`src/rtl/ccip_tid_allocator.sv`:
```
// CCI-P TX tag source: hands out tids from a circular free list and
// retires them on response, flagging responses for tids not in flight.
`ifndef CCIP_TX_HDR_WIDTH
`define CCIP_TX_HDR_WIDTH 16
`endif
`ifndef TX_META_TYPERANGE
`define TX_META_TYPERANGE 3:0
`endif

module ccip_tid_allocator #(
    parameter int HDR_WIDTH = `CCIP_TX_HDR_WIDTH,
    parameter int TID_WIDTH = 6
) (
    input  logic                 clk,
    input  logic                 rst,
    input  logic                 req_valid,
    input  logic [HDR_WIDTH-1:0] req_meta,
    output logic                 req_ready,
    output logic                 alloc_valid,
    output logic [HDR_WIDTH-1:0] alloc_meta,
    output logic [TID_WIDTH-1:0] alloc_tid,
    input  logic                 rsp_valid,
    input  logic [TID_WIDTH-1:0] rsp_tid,
    output logic                 rsp_retire,
    output logic                 err_unknown_tid,
    output logic [TID_WIDTH-1:0] err_tid,
    output logic [TID_WIDTH:0]   outstanding_cnt,
    output logic                 init_done
);
    localparam int NUM_TIDS = 2**TID_WIDTH;
    localparam logic [3:0] WRFENCE_TYPE = 4'h4;

    typedef enum logic {INIT, RUN} state_e;

    state_e               state_q, state_d;
    logic [TID_WIDTH-1:0] init_ptr_q, init_ptr_d;
    logic [TID_WIDTH-1:0] head_q, head_d;
    logic [TID_WIDTH-1:0] tail_q, tail_d;
    logic [TID_WIDTH:0]   free_cnt_q, free_cnt_d;
    logic [TID_WIDTH:0]   out_cnt_q, out_cnt_d;
    logic [NUM_TIDS-1:0]  inuse_q, inuse_d;
    logic [TID_WIDTH-1:0] fifo_q [NUM_TIDS];

    logic                 alloc_valid_q;
    logic [HDR_WIDTH-1:0] alloc_meta_q;
    logic [TID_WIDTH-1:0] alloc_tid_q;
    logic                 retire_q;
    logic                 err_q;
    logic [TID_WIDTH-1:0] err_tid_q;

    logic                 running;
    logic                 is_fence;
    logic                 accept;
    logic                 pop;
    logic [TID_WIDTH-1:0] pop_tid;
    logic                 rsp_hit;
    logic                 rsp_miss;

    assign running   = (state_q == RUN);
    assign is_fence  = (req_meta[`TX_META_TYPERANGE] == WRFENCE_TYPE);
    assign req_ready = running && (is_fence || free_cnt_q != '0);
    assign accept    = req_valid && req_ready;
    assign pop       = accept && !is_fence;
    assign pop_tid   = fifo_q[head_q];
    // In-use test sees the pre-edge bitmap, so a same-cycle alloc is unknown
    assign rsp_hit   = running && rsp_valid && inuse_q[rsp_tid];
    assign rsp_miss  = running && rsp_valid && !inuse_q[rsp_tid];

    always_comb begin
        state_d    = state_q;
        init_ptr_d = init_ptr_q;
        head_d     = head_q;
        tail_d     = tail_q;
        free_cnt_d = free_cnt_q;
        out_cnt_d  = out_cnt_q;
        inuse_d    = inuse_q;
        unique case (state_q)
            INIT: begin
                init_ptr_d = init_ptr_q + 1'b1;
                if (init_ptr_q == TID_WIDTH'(NUM_TIDS - 1)) begin
                    state_d    = RUN;
                    free_cnt_d = (TID_WIDTH+1)'(NUM_TIDS);
                end
            end
            RUN: begin
                if (pop) begin
                    head_d           = head_q + 1'b1;
                    inuse_d[pop_tid] = 1'b1;
                end
                if (rsp_hit) begin
                    tail_d           = tail_q + 1'b1;
                    inuse_d[rsp_tid] = 1'b0;
                end
                if (pop && !rsp_hit) begin
                    free_cnt_d = free_cnt_q - 1'b1;
                    out_cnt_d  = out_cnt_q + 1'b1;
                end else if (rsp_hit && !pop) begin
                    free_cnt_d = free_cnt_q + 1'b1;
                    out_cnt_d  = out_cnt_q - 1'b1;
                end
            end
            default: state_d = INIT;
        endcase
    end

    always_ff @(posedge clk or posedge rst) begin
        if (rst) begin
            state_q       <= INIT;
            init_ptr_q    <= '0;
            head_q        <= '0;
            tail_q        <= '0;
            free_cnt_q    <= '0;
            out_cnt_q     <= '0;
            inuse_q       <= '0;
            alloc_valid_q <= 1'b0;
            alloc_meta_q  <= '0;
            alloc_tid_q   <= '0;
            retire_q      <= 1'b0;
            err_q         <= 1'b0;
            err_tid_q     <= '0;
        end else begin
            state_q       <= state_d;
            init_ptr_q    <= init_ptr_d;
            head_q        <= head_d;
            tail_q        <= tail_d;
            free_cnt_q    <= free_cnt_d;
            out_cnt_q     <= out_cnt_d;
            inuse_q       <= inuse_d;
            alloc_valid_q <= accept;
            alloc_meta_q  <= accept ? req_meta : '0;
            alloc_tid_q   <= pop ? pop_tid : '0;
            retire_q      <= rsp_hit;
            err_q         <= rsp_miss;
            err_tid_q     <= rsp_miss ? rsp_tid : '0;
        end
    end

    // Tag storage needs no reset: INIT rewrites every slot before use
    always_ff @(posedge clk) begin
        if (state_q == INIT)
            fifo_q[init_ptr_q] <= init_ptr_q;
        else if (rsp_hit)
            fifo_q[tail_q] <= rsp_tid;
    end

`ifndef SYNTHESIS
    always_ff @(posedge clk) begin
        if (!rst && running &&
            ({1'b0, free_cnt_q} + {1'b0, out_cnt_q}) != (TID_WIDTH+2)'(NUM_TIDS))
            $display("ccip_tid_allocator: error, free %0d + outstanding %0d != %0d",
                     free_cnt_q, out_cnt_q, NUM_TIDS);
    end
`endif

    assign alloc_valid     = alloc_valid_q;
    assign alloc_meta      = alloc_meta_q;
    assign alloc_tid       = alloc_tid_q;
    assign rsp_retire      = retire_q;
    assign err_unknown_tid = err_q;
    assign err_tid         = err_tid_q;
    assign outstanding_cnt = out_cnt_q;
    assign init_done       = running;

endmodule

```
`config.mk`:
```
export PLATFORM = sky130hd
export DESIGN_NAME = ccip_tid_allocator
export DESIGN_NICKNAME = d
export VERILOG_FILES = /design/src/rtl/ccip_tid_allocator.sv
export SDC_FILE = /design/constraint.sdc
export NUM_CORES = 1
export LEC_CHECK = 0
export CAP_MARGIN = 10
export CORE_MARGIN = 2
export CORE_UTILIZATION = 65
export CTS_CLUSTER_SIZE = 14
export DETAILED_ROUTE_END_ITERATION = 6
export GPL_TIMING_DRIVEN = 0
export PLACE_DENSITY = 0.84
export RECOVER_POWER = 100
export SYNTH_ARGS = -nofsm -noshare
export SYNTH_HDL_FRONTEND = slang
export SYNTH_SLANG_ARGS = --single-unit
export TNS_END_PERCENT = 20
```
`constraint.sdc`:
```
create_clock -name clk -period 8.16 [get_ports clk]
set_clock_uncertainty 0.05 [all_clocks]
set_input_delay 0.816 -clock clk [delete_from_list [all_inputs] [get_ports clk]]
set_output_delay 0.816 -clock clk [all_outputs]
set_load 0.005 [all_outputs]
```
Word level (Yosys, flattened, before mapping)
Memories as Yosys holds them, arrays and structs flattened.
Index checks and enable logic that the tools add are counted.
Operators by class
  add/subtract/negate cells: 7
  $mul: 0
  divide/modulo/power cells: 0
  order comparisons: 4
  equality and inequality tests: 4
  shifts and indexed selects: 0
  muxes and demuxes: 27
  bitwise gates (word level): 4
  reduce and logical (&&, ||, !) cells: 22
Operators by type and width (number)
  64-bit 2-to-1 mux: 3
  64-bit AND: 1
  64-bit NOT: 1
  64-bit bitwise OR: 1
  7-bit 2-to-1 mux: 5
  6-bit 2-to-1 mux: 4
  6-bit by 1-bit adder with 6-bit output, second input constant: 3
  16-bit 2-to-1 mux: 1
  7-bit by 1-bit adder with 7-bit output, second input constant: 2
  6-bit by 7-bit < comparator with 1-bit output, second input constant: 2
  7-bit one-hot mux with 2 select lines: 1
  7-bit by 1-bit subtractor with 7-bit output, second input constant: 2
  1-bit demux with 6-bit select: 2
  6-bit by 1-bit greater-or-equal comparator with 1-bit output, second input constant: 2
  1-bit logical AND: 10
  1-bit 2-to-1 mux: 10
  2-bit AND reduction: 4
  7-bit nonzero test: 1
  1-bit binary-select mux with 6-bit select: 1
  6-bit == test, second input constant: 1
  6-bit OR reduction: 1
  4-bit by 3-bit == test with 1-bit output, second input constant: 1
  1-bit zero test: 4
  3-bit by 1-bit inequality test with 1-bit output, second input constant: 1
  4 further kinds: 4
Storage, ports and cells
  bits in registers: 128
  bits in latches: 0
  RAM bits: 384
  bits in read-only memories: 0
  input bits: 26
  output and inout port bits: 40
  word-level logic and storage cells: 82
  memories: 1
Memories
  fifo_q: depth 64, bits a word 6, read ports 1, clocked after Yosys merged registers in 0, wr ports 1, line 42  | logic [TID_WIDTH-1:0] fifo_q [NUM_TIDS];

Logic depth before layout (Yosys ltp)
Gate-level depths: netlist of run 1.
  depth after elaboration: 10
  gate-level depth with buffers: 23
  gate-level depth less buffers: 17

Worst setup path after synthesis of run 1
OpenSTA, ideal clock, no wires.
  kind: input to register
  start: input port rsp_tid[0]
  end: memory fifo_q[0][0] (data pin)
  setup time: 702 ps
  arrival time: 5406 ps
  data required time: 7408 ps
  path slack: 2002 ps
  stages: 9
  buffers on the path: 4
  path through: buf_4 buf_4 mux4_2 mux4_2 a22oi_1 a21oi_2 buf_4 buf_2 o21ai_0
Between the ends
  longest elaborated chain between the ends: 8
Ends and longest elaborated chain
  from (decl): line 23  | input logic [TID_WIDTH-1:0] rsp_tid,
  1-bit binary-select mux with 6-bit select: line 66  | assign rsp_hit = running && rsp_valid && inuse_q[rsp_tid];
  1-bit 2-to-1 mux (implied by the code): line 66
  1-bit logical AND: line 66
  named net rsp_hit: line 56  | logic rsp_hit;
  1-bit 2-to-1 mux: line 142  | else if (rsp_hit)
  1-bit 2-to-1 mux: line 140  | if (state_q == INIT)
  1-bit 2-to-1 mux (implied by the code): line 143  | fifo_q[tail_q] <= rsp_tid;
  6-bit OR reduction (no line)
  6-bit 2-to-1 mux (no line)
  to (decl): line 42
The timed path passes the listed nets, and every way through them passes these cells. The select of a mux whose other input is x is not followed.

Worst setup path in the final report of run 1
  start: input port rsp_tid[2]
  end: memory fifo_q[24][3] (data pin)
Same word-level chain as after synthesis.

==> flow_summary.json, run 1 <==
{
  "reg2reg_depth": 18,
  "worst_slack_ps": 883.6,
  "worstMarginPinSlew_ps": 3678,
  "async_reset_ff_share_pct": 25.00,
  "antenna_found_initial": 0,
  "drt-initial-drc-count": 2045,
  "required_ps": 8310,
  "max_cap_violations": 13,
  "layout-drive-gt1-share_pct": 14.26,
  "muxShareOfSynthArea_pct": 12.47,
  "total_power_mw": 5.106,
  "critPathLaunchType": "input port",
  "coreArea_um2": 33280,
  "cts_buffers": 50,
  "htree_levels": 2,
  "period_share_pct": 89.17,
  "ant_nets": 0,
  "clock-sinks": 512,
  "violations": "capacitance limit, slew limit",
  "worst_slew_margin_rel_pct": -147.8,
  "yosys_warnings": 0,
  "ir_worst_vdd_mv": 0.1519,
  "clk_path_buf_depth": 3,
  "setup_violations": 0,
  "power_density_nw_per_um2": 208.6,
  "ctsResizeCount": 0,
  "grt_use_total_pct": 32.61,
  "hold_buffers": 0,
  "rsz0062_at_grt": "false",
  "dr.pass1.iters": 6,
  "route.detailed.drc": 0,
  "wl_um": 56080,
  "nets": 1554,
  "placed_cells": 1913,
  "grt_max_degree": 95,
  "cts_tree": "done",
  "synth_nets": 1430,
  "drv_slew": 316,
  "crit_fanout": 41,
  "status": "complete, but fails checks",
  "min_path_type": "register to register",
  "synth_xor_xnor_area_share_pct": 1.125,
  "initial_core_util_pct": 65.48,
  "diodes": 0,
  "p_leak_nw": 8.607,
  "viasPerCell": 6.987,
  "seq_area_frac_synth_pct": 67.61,
  "synth_adder_area_share_pct": 0.6315,
  "synth_top_family_by_area": "multiplexers",
  "synth-edff-count": 384,
  "std_cell_rows": 67,
  "tns_ps": 0,
  "die_area_um2": 35010,
  "grt_pass1_wl_um": 84510,
  "cts_setup_buffers": 0,
  "dpl.hpwl_um": 36670,
  "finalHoldViolations": 0,
  "place.gp.congestion": 0.9279,
  "root_buffer": "clkbuf_16",
  "synth_cell_types": 85,
  "worstHoldPathCells": 1,
  "grt_pass1_vias": 13988,
  "min_period_ps": 7276,
  "boundaryPins": 66,
  "whs_ps": 408.6,
  "wl_per_cell_um": 27.97,
  "synth_area_per_cell_um2": 15.64,
  "worstSkewPairLatency_ps": 590,
  "ys_seq_elements": 512,
  "yosys.area_share.simple_pct": 7.217,
  "cp.arrival_ps": 7420,
  "io_buffers": 63,
  "die-height_um": 187.1,
  "synth_area_um2": 21790,
  "syn-instance-count": 1393,
  "path_class": "input port to register",
  "dp_worst_setup_slack_ps": 873.1,
  "crit_path_end_kind": "register",
  "path_clk_slew_ps": 60,
  "gr-total-overflow": 0,
  "syn2layout_area_growth_pct": 12.34,
  "fmax_ghz": 0.1374,
  "synthFlopType": "edfxtp_1",
  "vias": 14008,
  "die_x_um": 187.1,
  "stdcell_count": 2005,
  "synth_compound_area_share_pct": 8.376
}
==> cell usage in the layout, fill, tap and decap left out, drive strengths merged, types with 8 or more instances in the layout <==
cell	synthesis	final
nand3	9	9
and3	20	20
mux2i	66	66
nand2	45	45
o21ai	34	34
clkinv	2	29
buf	50	47
a221oi	8	8
nor2b	12	12
a31oi	56	56
dfrtp	128	128
nor3	29	29
xnor2	22	22
clkdlybuf4s50	0	21
inv	18	20
nand4	8	8
edfxtp	384	384
dlygate4sd3	0	42
nor2	111	111
mux2	13	13
o22ai	15	15
a21oi	100	100
and2	14	14
mux4	84	84
a22oi	8	8
ha	11	11
clkbuf	35	107
==> path summary, 6_finish.rpt <==
kind / start / end / slack [ps]
min in group asynchronous: rst / free_cnt_q[4] / 1040
max in group asynchronous: rst / head_q[3] / 5970
worst max-delay path: rsp_tid[2] / fifo_q[24][3] / 880
worst min-delay path: outstanding_cnt[6] / outstanding_cnt[6] / 410
worst min register to register: outstanding_cnt[6] / outstanding_cnt[6] / 410
worst max register to register: init_done / free_cnt_q[6] / 1710
==> synth_stat cells, types with 4 or more instances <==
master | count | area share, %
nand3_1 | 9 | 0.21
nor3_2 | 4 | 0.18
a221oi_1 | 6 | 0.24
buf_4 | 18 | 0.62
buf_6 | 5 | 0.26
mux4_1 | 5 | 0.60
buf_1 | 4 | 0.069
a21oi_1 | 99 | 2.3
nand4_1 | 8 | 0.23
nor2_1 | 111 | 1.9
mux4_2 | 79 | 8.2
o21ai_0 | 33 | 0.76
clkbuf_1 | 33 | 0.57
inv_1 | 16 | 0.28
nor3b_1 | 4 | 0.14
xnor2_1 | 22 | 0.88
and3_1 | 20 | 0.57
and4_1 | 4 | 0.16
dfrtp_1 | 128 | 15
a31oi_1 | 56 | 1.6
buf_2 | 21 | 0.48
and2_1 | 14 | 0.40
a22oi_1 | 8 | 0.28
nor4_1 | 6 | 0.17
o221ai_1 | 5 | 0.20
a211oi_1 | 4 | 0.14
nor3_1 | 19 | 0.44
ha_1 | 11 | 0.63
edfxtp_1 | 384 | 53
o22ai_1 | 15 | 0.43
nand2b_1 | 7 | 0.20
nand2_1 | 45 | 0.78
nor2b_1 | 12 | 0.34
a22o_1 | 5 | 0.20
mux2_2 | 13 | 0.67
a32oi_1 | 6 | 0.24
mux2i_1 | 66 | 3.0
nor3_4 | 6 | 0.45
xor2_1 | 6 | 0.24
==> through the flow <==
stage	cell area, µm²	utilization, %
4_1_cts	24740	74.33
5_1_grt	24480	73.56
6_report	24480	73.56
2_1_floorplan	21790	-
3_5_place_dp	23240	69.82
3_3_place_gp	22980	69.06
==> layer usage <==
layer / global-route usage [%] / up-vias / share of wire [%]
met4: 15.78 / 0 / 5.3
met3: 8.161 / 235 / 13
met1: 45.11 / 6916 / 36
met5: 0 / - / 0
met2: 49.43 / 1105 / 46
li1: - / 5752 / -
==> report_power, final <==
group          switching (mW)  leakage [nW]  internal [mW]
logic                   0.111          2.79         0.0701
registers             0.00194          5.07           2.77
clock network           0.963         0.739           1.19
total                    1.08          8.61           4.03
==> worst max-delay path, cell delays in order <==
cell	delay, ps
dlygate4sd3_1	750
clkbuf_1	580
mux4_2	340
mux2i_1	110
mux2_1	370
o32a_1	210
a21oi_1	550
clkbuf_1	480
clkbuf_1	560
nand2_1	190
o21ai_4	80
clkbuf_1	1400
clkbuf_1	950
==> area by class of cell <==
| cell class | instances | area (µm²) |
|---|---|---|
| repair buffers | 72 | 732.0 |
| clock inverters | 32 | 211.5 |
| multi-input cells | 776 | 6409 |
| inverters | 20 | 76.32 |
| flip-flops and latches | 512 | 14730 |
| well taps | 448 | 560.5 |
| fillers | 1959 | 8798 |
| clock buffers | 60 | 1289 |
| plain buffers | 85 | 470.5 |
==> state kept, by name, summed over array words and instances, names as in the netlist <==
register / flops
alloc_tid: 6
head_q: 6
alloc_meta: 16
inuse_q: 64
outstanding_cnt: 7
rsp_retire: 1
err_tid: 6
fifo_q: 384
free_cnt_q: 7
err_unknown_tid: 1
init_ptr_q: 6
alloc_valid: 1
tail_q: 6
init_done: 1
==> logic make-up (layout without fill, tap and decap cells) <==
group / count (synthesis) / after routing
xor gates and xnor gates: 28 / 28
buffers and inverters: 105 / 269
and+or+nand+nor: 293 / 293
adders and majority gates: 11 / 11
DFF: 512 / 512
muxes: 163 / 163
AOI/OAI and AO/OA: 281 / 281
Note: power is estimated with default switching activity, not from simulation.
==> run 2, diff against run 1 <==
--- a/config.mk
+++ b/config.mk
@@ -12,7 +12,6 @@
 export DETAILED_ROUTE_END_ITERATION = 6
 export GPL_TIMING_DRIVEN = 0
 export PLACE_DENSITY = 0.84
-export RECOVER_POWER = 100
 export SYNTH_ARGS = -nofsm -noshare
 export SYNTH_HDL_FRONTEND = slang
 export SYNTH_SLANG_ARGS = --single-unit
==> run 2 against run 1 <==
Effect of this change:
- clock power about the same
- via count decreased by 0.11%
- first-iteration DRC count increased by 1.6%
- the run now ends clean
- maximum frequency increased by 5.5%
- utilization increased by 0.76 points
- register-to-register slack improved by 350 ps
- power increased by 0.14%
==> flow_summary.json, run 2 (synthesis results as in run 1) <==
{
  "root_buffer": "clkbuf_16",
  "place.gp.congestion": 0.9279,
  "largest_register_ffs": 384,
  "die_x_um": 187.1,
  "rsz0062_at_grt": "false",
  "initial_core_util_pct": 65.48,
  "cts_setup_buffers": 0,
  "nets": 1554,
  "period_share_pct": 84.52,
  "route.detailed.drc": 0,
  "diodes": 0,
  "fmax_ghz": 0.1450,
  "final_cell_mix": "384 x edfxtp_1, 128 x dfrtp_1, 111 x nor2_1",
  "viasPerCell": 6.979,
  "worstSkewPairLatency_ps": 590,
  "worstMarginPinSlew_ps": 1440,
  "coreArea_um2": 33280,
  "ant_nets": 0,
  "ir_worst_vdd_mv": 0.1516,
  "die_area_um2": 35010,
  "crit_fanout": 11,
  "gr-total-overflow": 0,
  "final_common_cell": "edfxtp_1",
  "min_path_type": "register to register",
  "power_density_nw_per_um2": 206.7,
  "die-height_um": 187.1,
  "grt_max_degree": 95,
  "antenna_found_initial": 0,
  "grt_use_total_pct": 32.61,
  "grt_pass1_wl_um": 84510,
  "dpl.hpwl_um": 36670,
  "critPathLaunchType": "input port",
  "critical_path.cell_chain": "clkdlybuf4s50_1 > buf_2 > mux4_2 > mux4_2 > a22oi_1 > a21oi_2 > inv_2 > buf_4 > ha_1 > clkbuf_1 > buf_1 > xor2_1 > ha_1 > a21oi_1 > o22ai_1 > a221oi_1 > o32ai_1 > a221oi_1 > a21oi_1 > nor2_1 > a21oi_1",
  "slowest_delay_ps": 680,
  "top_register": "fifo_q",
  "worst_slew_margin_rel_pct": 3.999,
  "cp.arrival_ps": 7300,
  "final_util_pct": 74.33,
  "clock-sinks": 512,
  "std_cell_rows": 67,
  "status": "finished, final reports clean",
  "ctsResizeCount": 0,
  "path_common_cell": "a21oi_1",
  "whs_ps": 414.2,
  "htree_levels": 2,
  "cts_tree": "done",
  "required_ps": 8560,
  "dr.pass1.iters": 6,
  "wl_per_cell_um": 28.03,
  "path_class": "input port to register",
  "path_clk_slew_ps": 60,
  "cts_buffers": 50,
  "setup_violations": 0,
  "min_period_ps": 6897,
  "wl_um": 56210,
  "p_leak_nw": 8.589,
  "max_cap_violations": 0,
  "drt-initial-drc-count": 2077,
  "io_buffers": 63,
  "layout-drive-gt1-share_pct": 16.25,
  "vias": 13993,
  "drv_slew": 0,
  "boundaryPins": 66,
  "slowest_stage": "clkdlybuf4s50_1",
  "grt_pass1_vias": 13988,
  "hold_buffers": 0,
  "finalHoldViolations": 0,
  "clk_path_buf_depth": 3,
  "crit_path_end_kind": "register",
  "syn2layout_area_growth_pct": 13.50
}
[run 2: cell types whose count changed in the layout (fill, tap and decap cells not counted), moves of 3 or more]
cell	delta
and2_1	+7
buf_2	+3
dlygate4sd3_1	-42
clkbuf_1	-12
buf_12	+3
and2_0	-7
nor3_1	-8
nor3_4	+6
buf_4	+3
clkdlybuf4s50_1	+42
o21ai_0	-3
o21ai_4	+3
[run 2: metal layers]
layer	global-route usage [%]	up-vias	wire length [µm]
li1	-	5757	-
met1	45.11	6919	20560
met2	49.43	1092	25800
met3	8.161	225	6987
met4	15.78	0	2861
met5	0	-	0
[run 2: worst paths after layout]
check / start / end / slack (ps) / cells past startpoint
worst min-delay path: outstanding_cnt[6] / outstanding_cnt[6] / 410 / 1
worst min register to register: outstanding_cnt[6] / outstanding_cnt[6] / 410 / 1
min in group asynchronous: rst / free_cnt_q[4] / 560 / 2
worst max-delay path: rsp_tid[2] / free_cnt_q[6] / 1260 / 21
worst max register to register: inuse_q[53] / free_cnt_q[6] / 2060 / 19
max in group asynchronous: rst / inuse_q[40] / 6750 / 3
[run 2: per-stage QoR]
stage                     area [µm²]  setup slack, ps  TNS, ps  total power [mW]  cells
after floorplan                21790             2002        0             2.944   1393
after global placement         22980            -1551  -307160             3.002   1904
after detailed placement       23240            873.1        0             3.008   1913
after CTS                      24740             1421        0             5.106   2005
after global routing           24740             1002        0             5.219   2005
final                          24740             1263        0             5.113   2005
[run 2: cell type report]
| cell class | instances | area, µm² |
|---|---|---|
| timing repair buffer | 72 | 828.3 |
| fill | 1916 | 8544 |
| buffer | 85 | 485.5 |
| multi-input combinational | 776 | 6548 |
| clock inverter | 32 | 211.5 |
| clock buffer | 60 | 1289 |
| inverter | 20 | 80.08 |
| sequential | 512 | 14730 |
| tap | 448 | 560.5 |
[run 2: worst max-delay path: cells and delay by family]
family / cells / cell delay, ps
and+or+nand+nor: 1 / 110
muxes: 2 / 860
xor gates and xnor gates: 1 / 160
AOI/OAI and AO/OA: 9 / 2510
adders and majority gates: 2 / 460
buffers and inverters: 6 / 2370
[run 2: power breakdown]
group	leakage (nW)	total [mW]	switching, mW	internal [mW]
Clock	0.739	2.15	0.966	1.19
Sequential	5.07	2.77	0.00186	2.77
Combinational	2.78	0.185	0.114	0.0706
==> run 3, diff against run 2 <==
--- a/config.mk
+++ b/config.mk
@@ -7,11 +7,11 @@
 export LEC_CHECK = 0
 export CAP_MARGIN = 10
 export CORE_MARGIN = 2
-export CORE_UTILIZATION = 65
+export CORE_UTILIZATION = 55
 export CTS_CLUSTER_SIZE = 14
 export DETAILED_ROUTE_END_ITERATION = 6
 export GPL_TIMING_DRIVEN = 0
-export PLACE_DENSITY = 0.84
+export PLACE_DENSITY = 0.75
 export SYNTH_ARGS = -nofsm -noshare
 export SYNTH_HDL_FRONTEND = slang
 export SYNTH_SLANG_ARGS = --single-unit
==> constraint.sdc (replaced) <==
create_clock -name clk -period 5.54 [get_ports clk]
set_clock_uncertainty 0.05 [all_clocks]
set_input_delay 0.554 -clock clk [delete_from_list [all_inputs] [get_ports clk]]
set_output_delay 0.554 -clock clk [all_outputs]
set_load 0.005 [all_outputs]
==> run 3 against run 2 <==
Effect of this change:
- the flow now finishes with violations (DRC, slew limit)
- sequential power up 48%
- power up 56%
- die area up 18%
- sequential cell count unchanged
- worst hold slack worse by 170 ps
- global-route usage down 4.4 points
- via count down 2.3%
- critical path type unchanged
- critical endpoint unchanged
==> flow_summary.json, run 3 (synthesis results as in run 1) <==
{
  "tns_ps": 0,
  "grt_use_total_pct": 28.19,
  "p_leak_nw": 8.749,
  "path_class": "input port to register",
  "die_area_um2": 41230,
  "drt-initial-drc-count": 1614,
  "worstMarginPinSlew_ps": 1625,
  "fin_area_um2": 25150,
  "wl_per_cell_um": 27.30,
  "htree_levels": 2,
  "violations": "DRC, slew limit",
  "initial_core_util_pct": 56.00,
  "worstSkewPairLatency_ps": 590,
  "nets": 1560,
  "fmax_ghz": 0.1926,
  "die_x_um": 203.1,
  "largest_register_ffs": 384,
  "dpl.hpwl_um": 37330,
  "place.gp.congestion": 0.9598,
  "crit_fanout": 11,
  "die-height_um": 203.1,
  "rsz0062_at_grt": "false",
  "grt_pass1_wl_um": 84910,
  "final_common_cell": "edfxtp_1",
  "hold_buffers": 0,
  "power_density_nw_per_um2": 317.7,
  "required_ps": 5960,
  "period_share_pct": 93.71,
  "coreArea_um2": 38920,
  "final_cell_mix": "384 x edfxtp_1, 128 x dfrtp_1, 111 x nor2_1",
  "dr.pass1.iters": 7,
  "path_clk_slew_ps": 60,
  "cts_tree": "done",
  "diodes": 0,
  "crit_path_end_kind": "register",
  "drv_slew": 7,
  "cts_setup_buffers": 0,
  "status": "complete, but fails checks",
  "setup_violations": 0,
  "min_period_ps": 5191,
  "boundaryPins": 66,
  "whs_ps": 249.1,
  "top_register": "fifo_q",
  "placed_cell_area_um2": 23330,
  "total_power_mw": 7.989,
  "antenna_found_initial": 0,
  "vias": 13673,
  "critPathLaunchType": "input port",
  "layout-drive-gt1-share_pct": 17.71,
  "finalHoldViolations": 0,
  "min_path_type": "input port to async pin",
  "ir_worst_vdd_mv": 0.2227,
  "clk_path_buf_depth": 3,
  "cp.arrival_ps": 5610,
  "std_cell_rows": 72,
  "worst_slew_margin_rel_pct": -8.304,
  "ant_nets": 0,
  "cts_buffers": 51,
  "gr-total-overflow": 0,
  "viasPerCell": 6.567,
  "grt_pass1_vias": 13622,
  "wl_um": 56850,
  "clock-sinks": 512,
  "grt_max_degree": 102,
  "io_buffers": 63,
  "max_cap_violations": 0,
  "root_buffer": "clkbuf_16",
  "syn2layout_area_growth_pct": 15.38,
  "route.detailed.drc": 15
}
## run 3: per-layer routing
| metal | vias to the layer above | share of wire, % | GRT usage, % |
|---|---|---|---|
| li1 | 5767 | - | - |
| met1 | 6860 | 38 | 38.24 |
| met2 | 895 | 47 | 44.52 |
| met3 | 151 | 11 | 7.223 |
| met4 | 0 | 3.6 | 10.40 |
| met5 | - | 0 | 0 |
## run 3: cell type report
cell class	instances	area, µm²
inverter	20	80.08
clock inverter	32	391.6
buffer	85	494.2
tap	518	648.1
fill	2693	13770
multi-input combinational	776	6569
sequential	512	14730
clock buffer	62	1370
timing repair buffer	77	858.3
## run 3: critical path: stages
cell	delay [ps]
buf_4	170
buf_4	210
buf_2	230
nor3b_1	300
a31oi_1	80
o221a_2	280
o32a_1	390
a21oi_2	410
inv_2	120
buf_4	220
ha_1	270
clkbuf_2	200
clkbuf_4	230
xor2_1	180
ha_1	200
a21oi_2	190
o22ai_1	130
a221oi_2	420
o32ai_1	170
a221oi_2	340
a21oi_1	110
nor2_1	130
a21oi_1	50
## run 3: path summary, 6_finish.rpt
path	cells past startpoint	slack, ps	from	to
worst max register to register	19	510	inuse_q[55]	free_cnt_q[6]
worst min register to register	1	420	outstanding_cnt[6]	outstanding_cnt[6]
worst min-delay path	2	250	rst	outstanding_cnt[3]
max in group asynchronous	3	4370	rst	err_tid[0]
worst max-delay path	23	350	rsp_tid[0]	free_cnt_q[6]
min in group clk	1	420	outstanding_cnt[6]	outstanding_cnt[6]
## run 3: stage by stage
step	setup WS, ps	instances	utilization, %
2_1_floorplan	-355.6	1393	-
3_3_place_gp	-4081	1974	59.29
3_5_place_dp	-1371	1985	59.94
4_1_cts	57.39	2079	64.51
5_1_grt	224.7	2082	64.61
6_report	348.7	2082	64.61
## run 3: where the power goes
| part | switching [mW] | leakage [nW] | internal, mW |
|---|---|---|---|
| logic | 0.169 | 2.82 | 0.104 |
| registers | 0.00281 | 5.07 | 4.08 |
| clock network | 1.45 | 0.852 | 2.18 |
| total | 1.62 | 8.75 | 6.37 |
## run 3: timing repair
| item | CTS | global route |
|---|---|---|
| setup endpoints to repair | 3 | 1 |
| pin swaps | 0 | 1 |
| resized for setup | 6 | 4 |
| hold endpoints to repair | 0 | 0 |
